File: src/rtl/weight_dma_pkg.sv
// Shared types and constants for the weight DMA scheduler: FSM states, bank
// numbering and the one-hot bank-select decode.
package weight_dma_pkg;

    typedef enum logic [1:0] {
        IDLE  = 2'd0,
        RUN   = 2'd1,
        DRAIN = 2'd2,
        DONE  = 2'd3
    } state_t;

    localparam int NBANK = 5;

    localparam logic [2:0] BANK_CONV = 3'd0;
    localparam logic [2:0] BANK_FC0  = 3'd1;
    localparam logic [2:0] BANK_FC1  = 3'd2;
    localparam logic [2:0] BANK_FC2  = 3'd3;
    localparam logic [2:0] BANK_FC3  = 3'd4;

    function automatic logic [NBANK-1:0] bank_onehot(input logic [2:0] idx);
        logic [NBANK-1:0] sel;
        sel = '0;
        if (idx <= BANK_FC3) sel[idx] = 1'b1;
        return sel;
    endfunction

endpackage

File: src/rtl/weight_dma_sched.sv
// Sequencing DMA from ITCM into the conv bank and four FC weight banks.
// Optional running checksum of written words is built when WDMA_CHECKSUM_EN is defined.
module weight_dma_sched
    import weight_dma_pkg::*;
#(
    parameter int DW = 16,
    parameter int AW = 16
) (
    input  logic             i_clk,
    input  logic             i_rst,
    input  logic             i_start,
    input  logic             i_abort,
    input  logic [AW-1:0]    i_conv_len,
    input  logic [AW-1:0]    i_fc_len,
    output logic [AW-1:0]    o_itcm_addr,
    input  logic [DW-1:0]    i_itcm_data,
    output logic [NBANK-1:0] o_bank_sel,
    output logic             o_wr_en,
    output logic [AW-1:0]    o_wr_addr,
    output logic [DW-1:0]    o_wr_data,
    output logic             o_busy,
    output logic             o_done,
    output logic [15:0]      o_checksum
);

    // Total word count needs headroom for conv_len + 4*fc_len
    localparam int TW = AW + 3;

    state_t          state_q;
    state_t          state_d;
    logic [AW-1:0]   conv_len;
    logic [AW-1:0]   fc_len;
    logic [2:0]      bank;
    logic [AW-1:0]   cnt;
    logic [TW-1:0]   remain;
    logic [TW-1:0]   total_in;
    logic [AW-1:0]   bank_len;
    logic            last_in_bank;
    logic            start_acc;
    logic            running;

    assign total_in     = {3'b000, i_conv_len} + {1'b0, i_fc_len, 2'b00};
    assign start_acc    = (state_q == IDLE) && i_start && !i_abort;
    assign running      = (state_q == RUN) && !i_abort;
    assign bank_len     = (bank == BANK_CONV) ? conv_len : fc_len;
    assign last_in_bank = (cnt == bank_len - AW'(1));
    assign o_busy       = (state_q == RUN) || (state_q == DRAIN);
    assign o_wr_data    = i_itcm_data;

    always_ff @(posedge i_clk or posedge i_rst) begin
        if (i_rst) state_q <= IDLE;
        else       state_q <= state_d;
    end

    always_comb begin
        state_d = state_q;
        if (i_abort) begin
            state_d = IDLE;
        end else begin
            case (state_q)
                IDLE:    if (i_start) state_d = (total_in == '0) ? DONE : RUN;
                RUN:     if (remain == '0) state_d = DRAIN;
                DRAIN:   state_d = DONE;
                DONE:    state_d = IDLE;
                default: state_d = IDLE;
            endcase
        end
    end

    always_ff @(posedge i_clk) begin
        if (start_acc) begin
            conv_len <= i_conv_len;
            fc_len   <= i_fc_len;
        end
    end

    // Read side: address, bank position and remaining-word count
    always_ff @(posedge i_clk or posedge i_rst) begin
        if (i_rst) begin
            o_itcm_addr <= '0;
            bank        <= BANK_CONV;
            cnt         <= '0;
            remain      <= '0;
        end else if (start_acc) begin
            o_itcm_addr <= '0;
            bank        <= (i_conv_len == '0) ? BANK_FC0 : BANK_CONV;
            cnt         <= '0;
            remain      <= total_in - TW'(1);
        end else if (running) begin
            if (remain != '0) begin
                o_itcm_addr <= o_itcm_addr + AW'(1);
                remain      <= remain - TW'(1);
            end
            // Only conv can be empty, so once past it the next bank is always bank+1
            if (last_in_bank) begin
                bank <= bank + 3'd1;
                cnt  <= '0;
            end else begin
                cnt  <= cnt + AW'(1);
            end
        end
    end

    // Write side: one cycle behind the read address, aligned with ITCM data
    always_ff @(posedge i_clk or posedge i_rst) begin
        if (i_rst) begin
            o_wr_en    <= 1'b0;
            o_bank_sel <= '0;
            o_wr_addr  <= '0;
            o_done     <= 1'b0;
        end else begin
            o_wr_en    <= running;
            o_bank_sel <= running ? bank_onehot(bank) : '0;
            if (running) o_wr_addr <= cnt;
            // Zero-length jobs enter DONE straight from IDLE, so the pulse fires on leaving it
            o_done     <= !i_abort &&
                          ((state_q == DRAIN) || ((state_q == DONE) && !o_done));
        end
    end

`ifdef WDMA_CHECKSUM_EN
    logic [15:0] csum;

    always_ff @(posedge i_clk or posedge i_rst) begin
        if (i_rst)          csum <= '0;
        else if (start_acc) csum <= '0;
        else if (o_wr_en)   csum <= csum + 16'(o_wr_data);
    end

    assign o_checksum = csum;
`else
    assign o_checksum = '0;
`endif

endmodule

File: config.mk
export PLATFORM = sky130hd
export DESIGN_NAME = weight_dma_sched
export DESIGN_NICKNAME = d
export VERILOG_FILES = /design/src/rtl/weight_dma_pkg.sv /design/src/rtl/weight_dma_sched.sv
export SDC_FILE = /design/constraint.sdc
export NUM_CORES = 1
export LEC_CHECK = 0
export ABC_CLOCK_PERIOD_IN_PS = 3800
export BUFFER_PORTS_ARGS = -buffer_cell sky130_fd_sc_hd__buf_2
export CAP_MARGIN = 20
export CORE_ASPECT_RATIO = 0.6
export CORE_UTILIZATION = 52
export DETAILED_ROUTE_END_ITERATION = 7
export PLACE_DENSITY = 0.75
export RECOVER_POWER = 50
export SYNTH_ARGS = -nofsm -noshare
export SYNTH_HDL_FRONTEND = slang
export SYNTH_SLANG_ARGS = --single-unit
File: constraint.sdc
create_clock -name i_clk -period 3.8 [get_ports i_clk]
set_input_delay 0.19 -clock i_clk [delete_from_list [all_inputs] [get_ports i_clk]]
set_output_delay 0.19 -clock i_clk [all_outputs]
set_load 0.1 [all_outputs]
-- After elaboration in Yosys (flattened, before gate mapping)
Cells that the tools add are included.
- register bits: 111
- latch bits: 0
- memory bits (writable): 0
- bits in read-only memories: 0
- input port bits: 52
- output and inout bits: 72
- memories: 0
- add/subtract/negate cells: 7
- $mul: 0
- divide/modulo/power cells: 0
- order comparisons: 3
- eq/ne operators: 6
- shift operators: 0
- muxes and demuxes: 23
- bitwise operators: 0
- reductions and logical operators: 22
- operators with widths (operator ; number):
    $mux 16 ; 7
    $mux 19 ; 3
    $logic_not 19->1 ; 2
    $sub 19x1->19 const B ; 2
    $add 16x1->16 const B ; 2
    $add 16x18->19 ; 1
    $reduce_bool 19->1 ; 1
    $eq 16x16->1 ; 1
    $logic_not 16->1 ; 1
    $sub 16x1->16 const B ; 1
    $mux 5 ; 2
    $mux 3 ; 3
    $mux 2 ; 4
    $pmux 2 s4 ; 1
    $logic_and 1x1->1 ; 6
    $reduce_and 2->1 ; 3
    $reduce_bool 2->1 ; 3
    $eq 2x2->1 const B ; 2
    $lt 3x4->1 const B ; 1
    $add 3x1->3 const B ; 1
    $demux 1 s3 ; 1
    $ge 3x1->1 const B ; 1
    $le 3x3->1 const B ; 1
    $logic_not 3->1 ; 1
    other kinds (7) ; 10

-- Longest topological paths before layout
- word-level depth: 7
- gate-level depth with buffers: 17

-- Worst setup path before layout
OpenSTA, ideal clock, no wires.
- path type: reg2reg
- start point: register bank[0]
- end point: register cnt[4]
- setup time: 121 ps
- arrival time: 3535 ps
- setup slack: 144 ps
- cell stages (with the launch flop): 16
- period minus slack after synthesis: 3656 ps
- cells stage by stage: dfrtp_1 -> inv_1 -> ha_1 -> and2b_1 -> buf_6 -> buf_8 -> mux2i_1 -> ha_1 -> or2b_2 -> o311ai_0 -> a22oi_1 -> a21oi_1 -> or4b_1 -> buf_2 -> a31o_1 -> a22o_1
- word-level cells in the longest chain between the ends: 7
- ends and longest elaborated chain (item ; line ; RTL):
    start: declaration ; weight_dma_sched.sv:33 ; logic [2:0] bank;
    start signal: assignment ; weight_dma_sched.sv:86 ; bank <= (i_conv_len == '0) ? BANK_FC0 : BANK_CONV;
    start signal: assignment ; weight_dma_sched.sv:96 ; bank <= bank + 3'd1;
    $logic_not 3->1 ; weight_dma_sched.sv:45 ; assign bank_len = (bank == BANK_CONV) ? conv_len : fc_len;
    $mux 16 ; weight_dma_sched.sv:45 ;
    $sub 16x1->16 ; weight_dma_sched.sv:46 ; assign last_in_bank = (cnt == bank_len - AW'(1));
    $eq 16x16->1 ; weight_dma_sched.sv:46 ;
    $mux 16 ; weight_dma_sched.sv:95 ; if (last_in_bank) begin
    $mux 16 ; weight_dma_sched.sv:89 ; end else if (running) begin
    $mux 16 ; weight_dma_sched.sv:84 ; end else if (start_acc) begin
    end signal: assignment ; weight_dma_sched.sv:99 ; cnt <= cnt + AW'(1);
    end: declaration ; weight_dma_sched.sv:34 ; logic [AW-1:0] cnt;
Every way passes these cells. The select of a mux whose other input is x is not followed.
A chain may end at the register's enable or synchronous reset.

-- Worst setup path after layout
- start point: register bank[0]
- end point: register bank[2]
- word-level cells in the longest chain between the ends: 6
- ends and longest elaborated chain (item ; line):
    $logic_not 3->1 ; weight_dma_sched.sv:45
    $mux 16 ; weight_dma_sched.sv:45
    $sub 16x1->16 ; weight_dma_sched.sv:46
    $eq 16x16->1 ; weight_dma_sched.sv:46
    $reduce_bool 2->1 (no line) ; n/a
    $reduce_and 2->1 (no line) ; n/a
Several ways; a longest one is shown, not always the timed one. The select of a mux whose other input is x is not followed.

==> impl_results.md <==
- Outcome: finished with violations
- VDD IR-drop max: 0.239 mV
- Main synth FF type: dfrtp_1
- Vias in the first global route: 5,696
- R2R depth: 12
- Synth Register Bits: 111
- CP Class: flip-flop to flip-flop
- Mapped Area: 7400 um^2
- FILL cells: 1,290
- Hold Crit Depth: 1
- CTS tree: done
- Area of the multi-input gates: 4020 um^2
- Setup ws final: 0.143 ns
- Initial antenna violation count: 0
- Nets: 938
- Synth Warn #: 0
- CTS buffer count: 9
- Reg-to-Reg Start: bank[0]
- Die H: 94.4 um
- Post-route DRC: 0
- Clock-pin slew on the worst setup and hold paths: 0.08 ns
- Max-cap violations: 1
- ANT cells: 0
- Top Ports: 124
- Failing checks: max-capacitance violations, max-slew violations
- DRT Wirelength: 18,700 um
- Total GRT Usage: 26.9%
- Total area of sequential cells: 2940 um^2
- DR vias/cell: 5.91
- WP data arrival: 3.96 ns
- Clk_lat worst skew: 0.36 ns
- Slew margin rel.: -27.4%
- Setup WS pre-CTS: 0.135 ns
- Drt pass-1 iters: 5
- DRT iter0 DRCs: 631
- Placed Instances: 1,040
- Unrepaired setup endpoints after global routing: yes
- WL/cell: 17.7 um
- Die Width: 156 um
- Synth top area share: 26.7%
- Final Cycle Share: 96.2%
- Most common cell in the netlist: nand2_1
- Pleak: 3.41 nW
- Std-Cell Rows: 33
- CP required: 4.10 ns
- Mapped Cells: 805
- GR Overflow Total: 0
- Gp weighted congestion: 0.893
- Core ar.: 13,800 um^2
- Synth Area per Inst: 9.20 um^2
- PwrDens: 506 nW/um^2
- Die area: 14,700 um^2
- Synth cell count leaders: 133 x nand2_1, 79 x dfrtp_1, 61 x nor2_1, 41 x xnor2_1, 36 x a21oi_1
- Final count of negative-setup-slack endpoints: 0
- Buffers on Ports: 75
- Fin cells: 1,058
- EDFF count, synth: 32
- Syn-to-layout area delta: 8.28%
- Seq/Total Area, Yosys: 39.7%
- CP startpoint kind: flip-flop
- Crit path time final: 3.66 ns
- First-pass GRT wire length: 30,400 um
- Max Clock Freq: 273 MHz
- Async SR Flop Fraction: 71.2%
- Largest cells by area after synthesis: dfrtp_1 27%, edfxtp_1 13%, nand2_1 6.7%
- Reg2reg setup slack: 0.14 ns
- Slew Viols, Final: 43
- WHS: 0.0549 ns
- Hold path startpoint: i_fc_len[13]
- Share of cells above drive strength 1: 8.55%
- Pin count of the biggest net entering global routing: 44
- Initial core utilization: 53.7%
- Fin Setup TNS: 0 ns
- Reg2reg end: bank[2]
- Count of cell types in the netlist: 81
- Worst slew pin tran: 1.90 ns
- Clk buf depth: 2
- Area leader, netlist: dfrtp_1
- Worst Path Max Fanout: 7
- Worst setup EP type: flip-flop
- Hold Vio Cnt, Final: 0
- Dpl hpwl: 13,900 um
- Final Core Density: 58.1%
- Clk sinks: 111
- Post-Route Skew: 0.00758 ns
- H-tree depth: 3
- Hold Path Class: input port to flip-flop
- Via count: 6,254
- Hold Path Sink: fc_len[13]
- Post-route ant nets: 0
- Root Driver: clkbuf_16
-- stage by stage --
stage / instance area [um^2] / power, W
after floorplan: 7460 / 0.00283
after global placement: 7740 / 0.00304
after detailed placement: 7740 / 0.00307
after CTS: 8050 / 0.00404
after global routing: 8020 / 0.00426
final: 8020 / 0.00405
-- worst max-delay path, cell delays in order (launching register included) --
cell       delay [ns]
dfrtp_1          0.38
inv_1            0.12
ha_1             0.19
buf_4            0.17
or4b_1           0.48
o31a_1           0.19
nor4_4           0.40
o21ai_0          0.15
a31oi_1          0.21
o2111ai_1        0.20
or4b_4           0.60
or4_1            0.42
nand2_1          0.08
-- cells in the final DEF, fill, tap and decap left out, types with 6 or more instances in the layout --
cell type and n:
nand2_1 133, dfrtp_1 79, nor2_1 61, clkbuf_1 60, xnor2_1 41, a21oi_1 36
nor3_1 32, edfxtp_1 32, o21ai_0 30, mux2i_1 26, xor2_1 25, nand3_1 24
ha_1 23, inv_1 20, nor4_1 16, conb_1 16, buf_2 16, buf_4 13
and3_1 11, clkbuf_16 9, o211ai_1 8, a31oi_1 8, or3_1 8, nand4_1 7
nand2b_1 7, o31ai_1 7, o21a_1 6, and2_1 6, o2111ai_1 6
-- state kept, by name (all words and copies together) (netlist names) --
name	flops
o_wr_en	1
o_itcm_addr	16
o_done	1
remain	19
o_wr_addr	16
conv_len	16
fc_len	16
o_bank_sel	5
state_q	2
cnt	16
bank	3
-- cell families (layout without fill, tap and decap cells) --
family | after synthesis | in the layout | synth area share, %
mux | 31 | 31 | 4.28
buf+inv | 84 | 130 | 7.15
compound gates | 148 | 148 | 14.0
fa+ha+maj | 25 | 25 | 4.33
xor+xnor | 67 | 67 | 8.11
flops | 111 | 111 | 39.7
simple gates | 338 | 338 | 22.4
other cells | 1 | 16 | 0.0507
-- power by group --
group          leakage, nW  internal, W  switching [W]
sequential            1.35      0.00142       0.000179
combinational         1.92     0.000431        0.00106
clock                0.147     0.000467       0.000493
total                 3.41      0.00232        0.00174
-- how the worst max path moves through the flow --
stage | start | endpoint
after floorplan | bank[0] | cnt[4]
after global placement | i_conv_len[2] | remain[17]
after detailed placement | bank[0] | cnt[10]
after CTS | bank[0] | bank[2]
after global routing | state_q[0] | remain[17]
final | bank[0] | bank[2]
-- timing repair --
| item | in CTS | in global routing |
|---|---|---|
| gates resized for setup | 0 | 9 |
| endpoints found under the setup margin | 0 | 20 |
| hold buffers | 1 | 0 |
| setup buffers | 0 | 0 |
| hold endpoints to repair | 41 | 0 |
-- routing by layer --
metal	wire length, um	track usage, %
met1	9180	41.5
met2	7510	37.3
met3	1800	6.24
met5	0	0
met4	240	6.62
-- area by class of cell --
class	count	area share (%)
multi-input combinational	625	50.2
sequential	111	36.7
timing repair buffer	92	5.43
tap	192	3.00
clock buffer	9	2.81
inverter	22	1.05
clock inverter	7	0.874
No activity file was read; power rests on OpenSTA's default activity.
